**src/rtl/hand_bbox_finder_pkg.sv**
```systemverilog
// Shared video constants and box helpers for the hand bounding-box finder
// and the finger-tip counter that consumes its box.
package hand_bbox_finder_pkg;

   localparam int COORD_W  = 10;
   localparam int PIX_W    = 12;
   localparam int H_ACTIVE = 640;
   localparam int V_ACTIVE = 480;
   localparam logic [PIX_W-1:0] WHITE = 12'hfff;

   typedef logic [COORD_W-1:0] coord_t;

   typedef struct packed {
      coord_t min_x;
      coord_t max_x;
      coord_t min_y;
      coord_t max_y;
      logic   hit;
   } acc_t;

   localparam acc_t ACC_RST = '{min_x: 10'h3ff, max_x: 10'h000,
                                min_y: 10'h3ff, max_y: 10'h000, hit: 1'b0};

   function automatic coord_t clamp_lo(input coord_t v, input int margin);
      coord_t m;
      m = coord_t'(margin);
      return (v > m) ? v - m : '0;
   endfunction

   // Sum is kept one bit wider so max+margin cannot wrap before the clamp.
   function automatic coord_t clamp_hi(input coord_t v, input int margin, input int lim);
      logic [COORD_W:0] s;
      logic [COORD_W:0] l;
      s = {1'b0, v} + (COORD_W+1)'(margin);
      l = (COORD_W+1)'(lim);
      return (s > l) ? l[COORD_W-1:0] : s[COORD_W-1:0];
   endfunction

endpackage

```
**src/rtl/hand_bbox_finder_run_filter.sv**
```systemverilog
// Counts consecutive white pixels on a row and flags when a run becomes
// long enough to count as hand, or keeps growing once it already has.
module hand_bbox_finder_run_filter
   import hand_bbox_finder_pkg::*;
#(
   parameter int MIN_RUN = 4
) (
   input  logic   vga_clk,
   input  logic   rst_n,
   input  logic   strobe_i,
   input  logic   white_i,
   input  coord_t pixel_x_i,
   output logic   accept_o,
   output logic   extend_o,
   output coord_t start_x_o
);

   localparam int CNT_W = $clog2(MIN_RUN + 1);
   localparam logic [CNT_W-1:0] SAT = CNT_W'(MIN_RUN);

   logic [CNT_W-1:0] cnt_q, cnt_d;
   logic             row_start;

   assign row_start = (pixel_x_i == '0);

   always_comb begin
      cnt_d    = cnt_q;
      accept_o = 1'b0;
      extend_o = 1'b0;
      if (strobe_i) begin
         if (row_start)
            cnt_d = white_i ? CNT_W'(1) : '0;
         else if (!white_i)
            cnt_d = '0;
         else if (cnt_q != SAT)
            cnt_d = cnt_q + CNT_W'(1);
         // A reload at column 0 can reach saturation only when MIN_RUN is 1.
         accept_o = white_i && (cnt_d == SAT) && (row_start || (cnt_q != SAT));
         extend_o = white_i && !row_start && (cnt_q == SAT);
      end
   end

   assign start_x_o = pixel_x_i - coord_t'(MIN_RUN - 1);

   always_ff @(posedge vga_clk or negedge rst_n) begin
      if (!rst_n)
         cnt_q <= '0;
      else
         cnt_q <= cnt_d;
   end

endmodule

```
**src/rtl/hand_bbox_finder.sv**
```systemverilog
// Accumulates the extent of accepted white runs over a frame and latches a
// margin-padded, frame-clamped bounding box at every frame end.
module hand_bbox_finder
   import hand_bbox_finder_pkg::*;
#(
   parameter int H_ACTIVE = hand_bbox_finder_pkg::H_ACTIVE,
   parameter int V_ACTIVE = hand_bbox_finder_pkg::V_ACTIVE,
   parameter int MIN_RUN  = 4,
   parameter int MARGIN   = 2
) (
   input  logic                   vga_clk,
   input  logic                   rst_n,
   input  logic [PIX_W-1:0]       img_data,
   input  logic [COORD_W-1:0]     pixel_x,
   input  logic [COORD_W-1:0]     pixel_y,
   output logic [COORD_W-1:0]     left,
   output logic [COORD_W-1:0]     right,
   output logic [COORD_W-1:0]     top,
   output logic [COORD_W-1:0]     bottom,
   output logic                   bbox_valid,
   output logic                   frame_done
);

   coord_t px_prev_q, py_prev_q;
   logic   strobe, white, frame_end, accept, extend, in_active;
   coord_t start_x;
   acc_t   acc_q, acc_d, acc_upd;
   coord_t left_q, right_q, top_q, bottom_q;
   coord_t left_d, right_d, top_d, bottom_d;
   logic   valid_q, valid_d, done_q;

   assign in_active = ({1'b0, pixel_x} < (COORD_W+1)'(H_ACTIVE)) &&
                      ({1'b0, pixel_y} < (COORD_W+1)'(V_ACTIVE));
   // Held coordinates produce a single strobe, so a stalled stream is counted once.
   assign strobe    = ((pixel_x != px_prev_q) || (pixel_y != py_prev_q)) && in_active;
   assign white     = (img_data == WHITE);
   assign frame_end = strobe && (pixel_x == coord_t'(H_ACTIVE - 1)) &&
                      (pixel_y == coord_t'(V_ACTIVE - 1));

   hand_bbox_finder_run_filter #(.MIN_RUN(MIN_RUN)) u_run_filter (
      .vga_clk   (vga_clk),
      .rst_n     (rst_n),
      .strobe_i  (strobe),
      .white_i   (white),
      .pixel_x_i (pixel_x),
      .accept_o  (accept),
      .extend_o  (extend),
      .start_x_o (start_x)
   );

   always_comb begin
      acc_upd = acc_q;
      if (accept) begin
         if (start_x < acc_q.min_x) acc_upd.min_x = start_x;
         if (pixel_x > acc_q.max_x) acc_upd.max_x = pixel_x;
         if (pixel_y < acc_q.min_y) acc_upd.min_y = pixel_y;
         if (pixel_y > acc_q.max_y) acc_upd.max_y = pixel_y;
         acc_upd.hit = 1'b1;
      end else if (extend && (pixel_x > acc_q.max_x)) begin
         acc_upd.max_x = pixel_x;
      end
      acc_d = frame_end ? ACC_RST : acc_upd;
   end

   // Built from acc_upd so the frame-end pixel's own run is part of the box.
   always_comb begin
      left_d   = '0;
      right_d  = '0;
      top_d    = '0;
      bottom_d = '0;
      valid_d  = acc_upd.hit;
      if (acc_upd.hit) begin
         left_d   = clamp_lo(acc_upd.min_x, MARGIN);
         right_d  = clamp_hi(acc_upd.max_x, MARGIN, H_ACTIVE - 1);
         top_d    = clamp_lo(acc_upd.min_y, MARGIN);
         bottom_d = clamp_hi(acc_upd.max_y, MARGIN, V_ACTIVE - 1);
      end
   end

   always_ff @(posedge vga_clk or negedge rst_n) begin
      if (!rst_n) begin
         px_prev_q <= '0;
         py_prev_q <= '0;
         acc_q     <= ACC_RST;
         left_q    <= '0;
         right_q   <= '0;
         top_q     <= '0;
         bottom_q  <= '0;
         valid_q   <= 1'b0;
         done_q    <= 1'b0;
      end else begin
         px_prev_q <= pixel_x;
         py_prev_q <= pixel_y;
         acc_q     <= acc_d;
         done_q    <= frame_end;
         if (frame_end) begin
            left_q   <= left_d;
            right_q  <= right_d;
            top_q    <= top_d;
            bottom_q <= bottom_d;
            valid_q  <= valid_d;
         end
      end
   end

   assign left       = left_q;
   assign right      = right_q;
   assign top        = top_q;
   assign bottom     = bottom_q;
   assign bbox_valid = valid_q;
   assign frame_done = done_q;

endmodule

```
**config.mk**
```make
export PLATFORM = sky130hd
export DESIGN_NAME = hand_bbox_finder
export DESIGN_NICKNAME = d
export VERILOG_FILES = /design/src/rtl/hand_bbox_finder_pkg.sv /design/src/rtl/hand_bbox_finder_run_filter.sv /design/src/rtl/hand_bbox_finder.sv
export SDC_FILE = /design/constraint.sdc
export NUM_CORES = 1
export LEC_CHECK = 0
export ABC_AREA = 0
export BUFFER_PORTS_ARGS = -buffer_cell sky130_fd_sc_hd__buf_4
export CAP_MARGIN = 20
export CORE_UTILIZATION = 60
export CTS_CLUSTER_SIZE = 20
export DETAILED_ROUTE_END_ITERATION = 8
export MAX_ROUTING_LAYER = met4
export PLACE_DENSITY = 0.91
export SETUP_SLACK_MARGIN = 0.1
export SLEW_MARGIN = 20
export SYNTH_ARGS = -nofsm -noshare
export SYNTH_HDL_FRONTEND = slang
export SYNTH_SLANG_ARGS = --single-unit
```
**constraint.sdc**
```tcl
create_clock -name vga_clk -period 4.85 [get_ports vga_clk]
set_input_delay 0.485 -clock vga_clk [delete_from_list [all_inputs] [get_ports vga_clk]]
set_output_delay 0.485 -clock vga_clk [all_outputs]
set_load 0.03 [all_outputs]
```
== Yosys cells after proc, flatten, opt, wreduce, memory -nomap -nowiden ==
Index checks and enable logic that the tools add are counted.
Storage, ports and cells
  logic and storage cells: 75
  flip-flop bits (word level): 106
  output and inout bits: 42
  input bits: 34
Cells by class
  order comparisons: 10
  eq/ne operators: 8
  $add $sub $neg: 6
  reduce and logical (&&, ||, !) cells: 13
  multiplexer cells: 24
Operators by type and width (number)
  10-bit two-way mux: 15
  41-bit two-way mux: 1
  10-bit by 2-bit subtractor with 10-bit output (second input constant): 3
  10-bit by 2-bit adder with 11-bit output (second input constant): 2
  21-bit two-way mux: 1
  10-bit > comparator: 2
  10-bit by 2-bit > comparator with 1-bit output (second input constant): 2
  10-bit less-than comparator: 2
  10-bit inequality test: 2
  12-bit == test (second input constant): 1
  3-bit two-way mux: 4
  11-bit by 10-bit > comparator with 1-bit output (second input constant): 1
  11-bit by 9-bit > comparator with 1-bit output (second input constant): 1
  10-bit == test (second input constant): 1
  10-bit by 9-bit == test with 1-bit output (second input constant): 1
  10-bit zero test: 1
  10-bit less-than comparator (second input constant): 1
  10-bit by 9-bit less-than comparator with 1-bit output (second input constant): 1
  1-bit logical AND: 9
  3-bit == test (second input constant): 2
  3-bit by 1-bit adder with 3-bit output (second input constant): 1
  1-bit two-way mux: 3
  3-bit inequality test (second input constant): 1
  1-bit logical OR: 2
  1-bit zero test: 1

== Longest topological paths before layout ==
Gate-level depths: netlist of run 1.
  depth after elaboration: 14
  depth in mapped cells: 22

== Modules after synthesis ==
A second synthesis of run 1 with hierarchy kept.
Second synthesis, totals
  cells, all modules: 779
  area, all modules: 7020.5 um2
Modules (own cells, without submodules)
  hand_bbox_finder: cells each 725, sequential area each 2602.5 um2, times used 1, area each 6583.8 um2
  hand_bbox_finder_run_filter: cells each 54, sequential area each 75.1 um2, times used 1, area each 436.7 um2

== Worst setup path before layout of run 1 ==
OpenSTA, ideal clock, no wires.
  path kind: input to register
  from: input pixel_x[0]
  to: register right_q[2] (netlist: right[2])
  setup slack: 0.294 ns
  data arrival time: 4.418 ns
  stages on the path: 21
  path buffers: 3
  cells stage by stage: clkbuf_1 -> inv_1 -> ha_1 -> nand2b_1 -> nor4_4 -> o32a_1 -> a21boi_2 -> nor4_1 -> buf_6 -> buf_2 -> nand2_1 -> o21ai_0 -> ha_1 -> and3_1 -> nor3b_1 -> xnor2_1 -> o311ai_0 -> mux2i_1 -> and3_1 -> o211ai_2 -> o211ai_1
On the way
  cells in the longest elaborated chain, start to end: 12
  elaborated cells between the ends (all ways): 30
Ends and longest elaborated chain
  from (decl): RTL line hand_bbox_finder.sv:14  | input logic [COORD_W-1:0] pixel_x,
  branches (longest 12 deep; another with 10-bit by 2-bit adder with 11-bit output)
  to (signal assigned): RTL line hand_bbox_finder.sv:98  | right_q <= right_d;
  to (decl): RTL line hand_bbox_finder.sv:28  | coord_t left_q, right_q, top_q, bottom_q;
Several ways; the timed one is not identified. The select of a mux whose other input is x is not followed.
A chain may end at the register's enable or synchronous reset.

== Worst setup path after layout of run 1 ==
  from: input pixel_x[3]
  to: register right_q[2] (netlist: right[2])
The elaborated chain is that of the path after synthesis.

==> results of run 1 <==
-- state kept, by name, summed over array words and instances, names as in the netlist --
register            cells
left                   10
top                    10
bbox_valid              1
bottom                 10
acc_q                  41
px_prev_q              10
u_run_filter.cnt_q      3
right                  10
frame_done              1
py_prev_q              10
-- cells in the final DEF (no fill, tap or decap), drive strengths merged, types with 9 or more instances in the layout --
master	Yosys	final
nand2	109	109
buf	13	87
dfrtp	86	86
nor2	66	66
inv	56	57
o21ai	51	51
ha	48	48
xor2	39	39
a21oi	32	32
xnor2	32	32
mux2i	31	31
nand3	26	26
dfstp	20	20
nor3	17	17
nor4	15	15
nand4	12	12
o211ai	11	11
clkbuf	26	11
and3	9	9
-- synthesized netlist by cell type (all sizes together) (13+ instances only) --
cell / number / area (µm²)
xnor2: 32 / 280
buf: 13 / 81.3
dfstp: 20 / 526
ha: 48 / 601
nand3: 26 / 130
a21oi: 32 / 160
nor2: 66 / 248
nor4: 15 / 109
mux2i: 31 / 323
dfrtp: 86 / 2150
nor3: 17 / 85.1
clkbuf: 26 / 97.6
nand2: 109 / 409
o21ai: 51 / 255
xor2: 39 / 342
inv: 56 / 210
-- stage by stage --
stage                     power [W]  setup slack, ps  hold WS [ps]  area, µm²
after CTS                   0.00184              120           167       7940
after floorplan             0.00101              294           189       6970
final                       0.00184              408           147       7980
after global routing        0.00190              117           197       7980
after detailed placement    0.00109           -0.601           462       7640
after global placement      0.00108              165           452       7640
-- cell type report --
class	instances	area, µm²	share of cell area
multi-input combinational	591	3950	0.496
sequential	106	2680	0.336
timing repair buffer	87	653	0.0819
clock buffer	11	243	0.0304
inverter	56	210	0.0264
tap	140	175	0.0220
clock inverter	5	62.6	0.00784
-- power by group --
group / internal [W] / switching [W]
sequential: 0.000894 / 0.00000503
clock: 0.000418 / 0.000340
combinational: 0.0000664 / 0.000115
total: 0.00138 / 0.000460
-- cells by family (layout without fill, tap and decap cells) --
| logic type | Yosys count | in the layout | synth area share |
|---|---|---|---|
| multiplexers | 35 | 35 | 0.0528 |
| XOR/XNOR | 71 | 71 | 0.0892 |
| flip-flops | 106 | 106 | 0.384 |
| AO/OA/AOI/OAI | 139 | 139 | 0.129 |
| buffers and inverters | 95 | 159 | 0.0558 |
| AND/OR/NAND/NOR | 298 | 298 | 0.203 |
| adder cells (fa/ha/maj) | 48 | 48 | 0.0862 |
-- metal layers --
layer	share of wire	global-route usage
met1	0.44	0.402
met2	0.48	0.507
met3	0.065	0.0533
met4	0.021	0.131
met5	0	-
-- timing repair --
item	4_1_cts	5_1_grt
setup buffers	0	1
resized for setup	0	5
hold endpoints to repair	0	0
endpoints found under the setup margin	0	8
-- final timing paths --
check	from	endpoint	cells past startpoint
setup / recovery	pixel_x[3]	right[2]	16
hold / removal	rst_n	u_run_filter.cnt_q[1]	1
setup reg to reg	u_run_filter.cnt_q[0]	bottom[2]	19
hold reg to reg	top[1]	top[1]	2
max in group asynchronous	rst_n	left[8]	2
min in group vga_clk	pixel_y[9]	py_prev_q[9]	1
-- critical path, stage by stage --
cell      delay, ps
buf_4           160
or4_4           580
nor4_4          400
o32a_1          220
a21boi_2        230
nor4_4          100
o21ai_0         390
ha_1            380
and3_1          260
nor3b_1         390
xnor2_1         110
o311ai_0        280
mux2i_1         110
and3_1          200
o211ai_2        240
o211ai_1        130
==> qor.csv, run 1 <==
metric;value;unit
outcome;finished clean;
wire_per_inst;17.7;µm
drt_iter0_drc;537;
syn_avg_cell_area;8.80;µm²
gp_congestion;0.971;
synth_seq_cells;106;
rsz0062_at_grt;no;
die_w;110;µm
io_pins;76;
syn2layout_area_growth;14.4;%
tightest_slew;905;ps
synth.distinct_cells;63;
yosys_warnings;0;
dp_hpwl;12500;µm
fin_util;0.720;
slew_violations;0;
irDropWorstVdd;0.259;mV
synth_area;0.00697;mm²
rrSetupSlack;410;ps
crit_type;in -> reg;
routed_wl;17700;µm
finalHoldViolations;0;
hold_class;in -> async;
grt.overflow.total;0;
holdBufCountCts;0;
grt_pass1_vias;5846;
maxSlewHeadroom;0.394;
fillerInstances;813;
clock-root-buffer;clkbuf_16;
path_clk_slew;70;ps
synth_nets;874;
viasPerCell;6.09;
cts_tree;built;
final-setup-viol-count;0;
io_buffers;75;
crit_path_max_fanout;13;
synthArstFlopShare;1.00;
n_antenna_cell;0;
crit_required;5080;ps
synth-edff-count;0;
placed_cells;979;
grt_antenna_before_repair;0;
synthCells;792;
total_leakage_power;3.64;nW
crit_arrival;4670;ps
clk_latency;360;ps
maxCapViolCount;0;
start_util;0.629;
cts_htree_levels;3;
clock_skew;7.41;ps
cts_buffer_depth;2;
core;0.0111;mm²
yosysSeqAreaShare;0.384;
postRouteAntennaNets;0;
startpoint_type;input pin;
power.density;230;mW/mm²
layout-drive-gt1-share;0.168;
grt_max_degree;58;
finalCriticalPeriod;4440;ps
vias;6062;
max_freq;225;MHz
finalNonFillerCells;996;
clock-sinks;106;
die_height;110;µm
rows;38;
grt_pass1_wl;28500;µm
cts_made_buffers;9;
period_share;0.916;
yosys_most_used_dff;dfrtp_1;
grt_usage;0.318;
drc_errors;0;
nets;933;
worstSetupEndpointType;flip-flop;
dr.pass1.iters;5;
fp.dieArea;0.0121;mm²
fin_setup_tns;0;ps
Power figures use the tool's default switching activity.
==> run 2: changes to the inputs <==
--- a/config.mk
+++ b/config.mk
@@ -5,7 +5,7 @@
 export SDC_FILE = /design/constraint.sdc
 export NUM_CORES = 1
 export LEC_CHECK = 0
-export ABC_AREA = 0
+export ABC_AREA = 1
 export BUFFER_PORTS_ARGS = -buffer_cell sky130_fd_sc_hd__buf_4
 export CAP_MARGIN = 20
 export CORE_UTILIZATION = 60
==> run 2 against run 1 <==
Effect of this change:
- clock skew rose by 3.7 ps
- maximum frequency rose by 9.0%
- flip-flop and latch count unchanged
- sequential power is essentially flat
- first-iteration DRC count is 21% lower
- register-to-register slack improved by 840 ps
- non-clock buffer count down 7
- critical path depth grew 7
- via count rose by 14%
- wire length about the same
- final cell count increased by 26%
- largest cell class unchanged
==> qor.csv, run 2 <==
metric;value;unit;change
crit_type;in -> reg;;
viasPerCell;5.51;;-9.4%
drc_errors;0;;unchanged
layout_common_cells;nand2_1 (341), inv_1 (140), dfrtp_1 (86);;
startpoint_type;input pin;;
synth_adder_area_share;0.0811;;-0.00502
yosys_warnings;0;;unchanged
die_height;113;µm;+3.0%
synth-xor-area-share;0.0379;;-0.0513
wire_per_inst;14.1;µm;-21%
layout-drive-gt1-share;0.153;;-0.0148
final-setup-viol-count;0;;unchanged
rsz0062_at_grt;no;;
syn_avg_cell_area;7.14;µm²;-19%
cts_made_buffers;9;;unchanged
syn2layout_area_growth;12.6;%;
synth_seq_cells;106;;unchanged
grt_max_degree;62;;+6.9%
cp_common_cell;inv_1;;
crit_required;5130;ps;+50 ps
synth_compound_area_frac;0.0943;;-0.0344
core;0.0120;mm²;+8.4%
dr.pass1.iters;7;;+2
yosysSeqAreaShare;0.362;;-0.0224
cts_buffer_depth;2;;unchanged
dp_hpwl;13000;µm;+3.8%
routed_wl;17700;µm;about the same
regToRegEndpoint;bottom[1];;
r2r_cells;22;;+3
grt_pass1_vias;6570;;+12%
yosysTopAreaCell;dfrtp_1;;
outcome;finished clean;;
cts_repair_resize_count;0;;unchanged
largest_reg_flops;41;;unchanged
yosys_most_used_dff;dfrtp_1;;
regMostFlops;acc_q;;
rows;40;;+5.3%
synth_nets;1118;;+28%
synth_most_common_cell;nand2_1;;
crit_path_max_fanout;12;;-1
netSwitchingFraction;0.253;;+0.00225
cts_htree_levels;3;;unchanged
total_leakage_power;4.62;nW;+27%
postRouteAntennaNets;0;;unchanged
power.density;217;mW/mm²;-5.8%
grt_pass1_wl;29900;µm;+5.1%
cts_setup_buffers;0;;unchanged
grt.overflow.total;0;;unchanged
synthArstFlopShare;1.00;;unchanged
crit_buf_inv;5;;+4
p_sw;0.000457;W;-0.68%
yosysTopAreaCellShare;0.291;;-0.0180
crit_family;simple AND/OR/NAND/NOR gates;;
clk_latency;370;ps;about the same
synth-edff-count;0;;unchanged
io_pins;76;;unchanged
nets;1185;;+27%
synth.distinct_cells;47;;-25%
finalHoldViolations;0;;unchanged
worstSetupEndpointType;flip-flop;;
holdBufCountCts;0;;unchanged
drt_iter0_drc;426;;-21%
fillerInstances;951;;+17%
clock-sinks;106;;unchanged
fin_setup_tns;0;ps;unchanged
grt_antenna_before_repair;0;;unchanged
maxSlewHeadroom;0.354;;-0.0404
synth_common_cells;nand2_1 (341), inv_1 (140), dfrtp_1 (86), nor2_1 (74), nand3_1 (66);;
final_common_cell;nand2_1;;
pwr-share-seq;0.496;;+0.007
irDropWorstVdd;0.150;mV;-42%
p_clk_frac;0.407;;-0.005
synth_top_family_by_area;simple AND/OR/NAND/NOR gates;;
synth_area;0.00740;mm²;+6.2%
crit_arrival;4360;ps;-310 ps
grt_usage;0.307;;-0.0112
internal_power;0.00135;W;-1.9%
cp_cell_sequence;buf_4, a21oi_1, nand2_1, nor2_1, nand3_1, nor3_1, xor2_1, inv_1, ha_1, a21o_1, a211oi_1, nand2_1, inv_1, o21ai_0, nand2_1, o21ai_0, inv_1, ha_1, inv_1, nor3_1, nand3_1, xnor2_1, o21ai_0;;
reg2reg_from;u_run_filter.cnt_q[0];;
slew_violations;0;;unchanged
cp_slowest_stage_delay;300;ps;-280 ps
cp_slowest_cell;nor3_1;;
hold_class;in -> async;;
synthCells;1036;;+31%
fin_hold_ws;175;ps;+27.7 ps
tightest_slew;968;ps;+63.0 ps
clock-root-buffer;clkbuf_16;;
rrSetupSlack;1250;ps;+840 ps
vias;6918;;+14%
clock_skew;11.1;ps;+3.74 ps
start_util;0.616;;-0.0130
io_buffers;75;;unchanged
period_share;0.840;;-0.0758
finalCriticalPeriod;4070;ps;-368 ps
cts_tree;built;;
synthSimpleGateAreaFrac;0.324;;+0.120
path_clk_slew;70;ps;about the same
n_antenna_cell;0;;unchanged
maxCapViolCount;0;;unchanged
synth_area_leaders;dfrtp_1 (29%), nand2_1 (17%), ha_1 (8.1%);;
synthMuxAreaShare;0;;-0.0528
fp.dieArea;0.0128;mm²;+6.1%
die_w;113;µm;+3.0%
gp_congestion;0.924;;-4.8%
power_frac_comb;0.097;;-0.002
max_freq;245;MHz;+9.0%
-- run 2: changes by cell type in the layout (fill, tap and decap cells not counted), moves of 9 or more --
cell | before | now
nand2_1 | 109 | 341
inv_1 | 56 | 140
nand3_1 | 26 | 66
mux2i_1 | 30 | 0
xnor2_1 | 32 | 11
xor2_1 | 39 | 21
inv_2 | 0 | 16
a21oi_1 | 32 | 18
o21ai_0 | 49 | 62
nor4_1 | 13 | 2
o21ai_1 | 2 | 13
and3_1 | 9 | 0
nor2_2 | 0 | 9
-- run 2: layout make-up --
class / count / area [µm²] / area share
clock inverters: 5 / 56.3 / 0.00676
clock buffers: 11 / 233 / 0.0279
well taps: 147 / 184 / 0.0221
repair buffers: 80 / 601 / 0.0721
inverters: 159 / 609 / 0.0731
multi-input cells: 747 / 3970 / 0.477
flip-flops and latches: 106 / 2680 / 0.321
-- run 2: cell families after synthesis --
group                      after synthesis
AOI/OAI and AO/OA                      122
and+or+nand+nor                        545
adders and majority gates               48
DFF                                    106
buffers and inverters                  183
xor gates and xnor gates                32
-- run 2: power groups by stage --
stage	clock network, W	registers (W)	logic, W
5_1_grt	0.000784	0.000897	0.000198
3_3_place_gp	0	0.000913	0.000167
6_report	0.000737	0.000897	0.000175
4_1_cts	0.000743	0.000897	0.000174
2_1_floorplan	0	0.000913	0.0000955
3_5_place_dp	0	0.000913	0.000172
-- run 2: through the flow --
step | instance area [µm²] | utilization | setup slack, ps | std cells | power, W
after global placement | 8050 | 0.670 | 694 | 1239 | 0.00108
final | 8330 | 0.694 | 775 | 1255 | 0.00181
after floorplan | 7400 | - | 892 | 1036 | 0.00101
after detailed placement | 8050 | 0.670 | 556 | 1239 | 0.00108
after global routing | 8330 | 0.694 | 315 | 1255 | 0.00188
after CTS | 8330 | 0.694 | 828 | 1255 | 0.00181
-- run 2: worst max path at each step --
stage	cells after the start	to	slack, ps	start
after floorplan	24	left[7]	890	pixel_x[2]
after detailed placement	23	left[7]	560	pixel_x[2]
final	23	left[7]	780	pixel_x[2]
after global routing	24	left[7]	310	pixel_x[2]
after global placement	23	left[7]	690	pixel_x[2]
after CTS	23	left[7]	830	pixel_x[2]
-- run 2: layer usage --
metal  track usage  wire length, µm  vias to the layer above  part of all wire
li1              -                -                     3395                 -
met3        0.0487             1310                       61             0.074
met2         0.482             8280                      258              0.47
met1         0.377             7310                     3204              0.41
met5             -                0                        -                 0
met4         0.180              787                        0             0.045
==> run 3: changes to the inputs <==
--- a/config.mk
+++ b/config.mk
@@ -5,7 +5,7 @@
 export SDC_FILE = /design/constraint.sdc
 export NUM_CORES = 1
 export LEC_CHECK = 0
-export ABC_AREA = 1
+export ABC_AREA = 0
 export BUFFER_PORTS_ARGS = -buffer_cell sky130_fd_sc_hd__buf_4
 export CAP_MARGIN = 20
 export CORE_UTILIZATION = 60
==> constraint.sdc (replaced) <==
create_clock -name vga_clk -period 3.8 [get_ports vga_clk]
set_input_delay 0.38 -clock vga_clk [delete_from_list [all_inputs] [get_ports vga_clk]]
set_output_delay 0.38 -clock vga_clk [all_outputs]
set_load 0.03 [all_outputs]
==> run 3 against run 2 <==
Effect of this change:
- the run now ends with negative setup slack left
- setup slack got worse by 1100 ps
- sequential power increased by 28%
- register-to-register slack worse by 1600 ps
- first-iteration DRC count rose by 94%
- largest power group unchanged
- highest routed layer unchanged
==> qor.csv, run 3 (synthesis results as in run 1) <==
metric;value;unit;change
irDropWorstVdd;0.426;mV;+180%
place_worst_setup_slack;-433;ps;-989 ps
fillerInstances;511;;-46%
grt_usage;0.390;;+0.0833
power.density;255;mW/mm²;+18%
cts_tree;built;;
worstSetupEndpointType;flip-flop;;
cp_cell_sequence;inv_2, ha_4, nand3b_1, o2111ai_4, nor4b_2, o211ai_1, a311oi_4, buf_6, nor2_4, a21oi_4, inv_2, ha_4, nand3_2, nor2_2, xor2_1, and3_1, nor2b_4, mux2_4, and2_4, a31oi_4, o211ai_1;;
die_w;110;µm;-2.9%
cp_slowest_cell;dfrtp_1;;
critPathLaunch;u_run_filter.cnt_q[0];;
cts_made_buffers;9;;unchanged
grt.overflow.total;0;;unchanged
viasPerCell;6.41;;+16%
tightest_slew;1020;ps;+54.5 ps
seq_area;0.00268;mm²;unchanged
grt_max_degree;56;;-9.7%
dp_hpwl;14800;µm;+14%
grt_pass1_vias;6925;;+5.4%
maxCapViolCount;0;;unchanged
regMostFlops;acc_q;;
n_antenna_cell;0;;unchanged
layout-drive-gt1-share;0.347;;+0.193
postRouteAntennaNets;0;;unchanged
crit_type;reg -> reg;;
grt_pass1_wl;34300;µm;+15%
cp_slowest_stage_delay;440;ps;+140 ps
dr.pass1.iters;7;;unchanged
crit_arrival;4340;ps;-20 ps
io_buffers;75;;unchanged
drt_iter0_drc;828;;+94%
rsz0062_at_grt;yes;;
slew_violations;0;;unchanged
cts_htree_levels;3;;unchanged
startpoint_type;flip-flop;;
rows;38;;-5.0%
io_pins;76;;unchanged
reg2reg_from;u_run_filter.cnt_q[0];;
nets;1058;;-11%
clk_latency;360;ps;about the same
cts_buffer_depth;2;;unchanged
rrSetupSlack;-310;ps;-1560 ps
final_common_cell;buf_4;;
failed_checks;negative setup slack;;
core;0.0111;mm²;-7.8%
gp_congestion;0.959;;+3.8%
hold_class;in -> async;;
outcome;finished, violations left;;
finalCriticalPeriod;4110;ps;
r2r_cells;21;;-4.5%
drc_errors;0;;unchanged
finalHoldViolations;0;;unchanged
grt_antenna_before_repair;0;;unchanged
crit_buf_inv;3;;-2
clock-root-buffer;clkbuf_16;;
crit_required;4030;ps;-1100 ps
die_height;110;µm;-2.9%
total_leakage_power;4.41;nW;-4.5%
vias;7186;;+3.9%
fin_util;0.852;;+0.159
start_util;0.629;;+0.0130
final-setup-viol-count;16;;+16
layout_common_cells;buf_4 (203), nand2_1 (106), dfrtp_1 (86);;
multi_input_area;0.00447;mm²;+12%
fp.dieArea;0.0121;mm²;-5.7%
maxSlewHeadroom;0.318;;-0.0364
largest_reg_flops;41;;unchanged
path_clk_slew;80;ps;about the same
period_share;1.08;;
max_freq;243;MHz;
wire_per_inst;21.6;µm;+54%
syn2layout_area_growth;35.5;%;
clock_skew;10.1;ps;-0.993 ps
regToRegEndpoint;bottom[1];;
routed_wl;24300;µm;+37%
crit_family;simple AND/OR/NAND/NOR gates;;
clock-sinks;106;;unchanged
timing.final.ws_setup;-313;ps;-1090 ps
crit_path_max_fanout;4;;-8
-- run 3: cell types whose count changed in the layout (fill, tap and decap cells not counted), sizes merged, moves of 13 or more --
cell   previous run  this run
xnor2            11        32
mux2i             0        31
nor2             89        66
xor2             21        39
nand3            73        26
nand2           348       109
inv             156        61
o21ai            78        51
a21oi            18        32
buf              80       212
nor4              2        15
-- run 3: metrics by stage --
| stage | TNS, ps | instances | power [W] | hold WS (ps) | instance area (µm²) |
|---|---|---|---|---|---|
| final | -2610 | 1121 | 0.00241 | 76.0 | 9440 |
| after global routing | -5400 | 1121 | 0.00246 | 132 | 9440 |
| after CTS | 0 | 1103 | 0.00236 | 102 | 8980 |
| after detailed placement | -5310 | 1074 | 0.00144 | 471 | 8500 |
| after global placement | -3150 | 1074 | 0.00143 | 450 | 8500 |
| after floorplan | -1190 | 792 | 0.00130 | 84.4 | 7180 |
-- run 3: per-layer routing --
metal / GRT usage / share of wire / vias to the layer above
met1: 0.472 / 0.38 / 3442
met3: 0.0931 / 0.089 / 139
met5: - / 0 / -
met4: 0.198 / 0.059 / 0
met2: 0.608 / 0.47 / 515
li1: - / - / 3090
-- run 3: power by group --
group          switching (W)  internal, W  leakage, nW
Combinational       0.000191     0.000133         2.95
Sequential        0.00000753      0.00114         1.31
Clock               0.000478     0.000460        0.143
-- run 3: repair_timing --
| item | 4_1_cts | 5_1_grt |
|---|---|---|
| hold buffers | 0 | 0 |
| resized for setup | 21 | 75 |
| setup buffers | 14 | 18 |
| pin swaps | 30 | 42 |
| endpoints found under the setup margin | 19 | 36 |
-- run 3: how the worst max path moves through the flow --
stage                      endpoint  cells after the start
after global placement      left[9]                     21
final                     bottom[1]                     21
after CTS                  right[2]                     20
after global routing      bottom[1]                     21
after detailed placement    left[9]                     19
after floorplan             left[9]                     21
-- run 3: final cells by class --
cell class	count	area share
Inverter	56	0.0225
Clock inverter	7	0.00636
Tap cell	140	0.0186
Clock buffer	9	0.0239
Timing Repair Buffer	212	0.172
Sequential cell	106	0.284
Multi-Input combinational cell	591	0.473
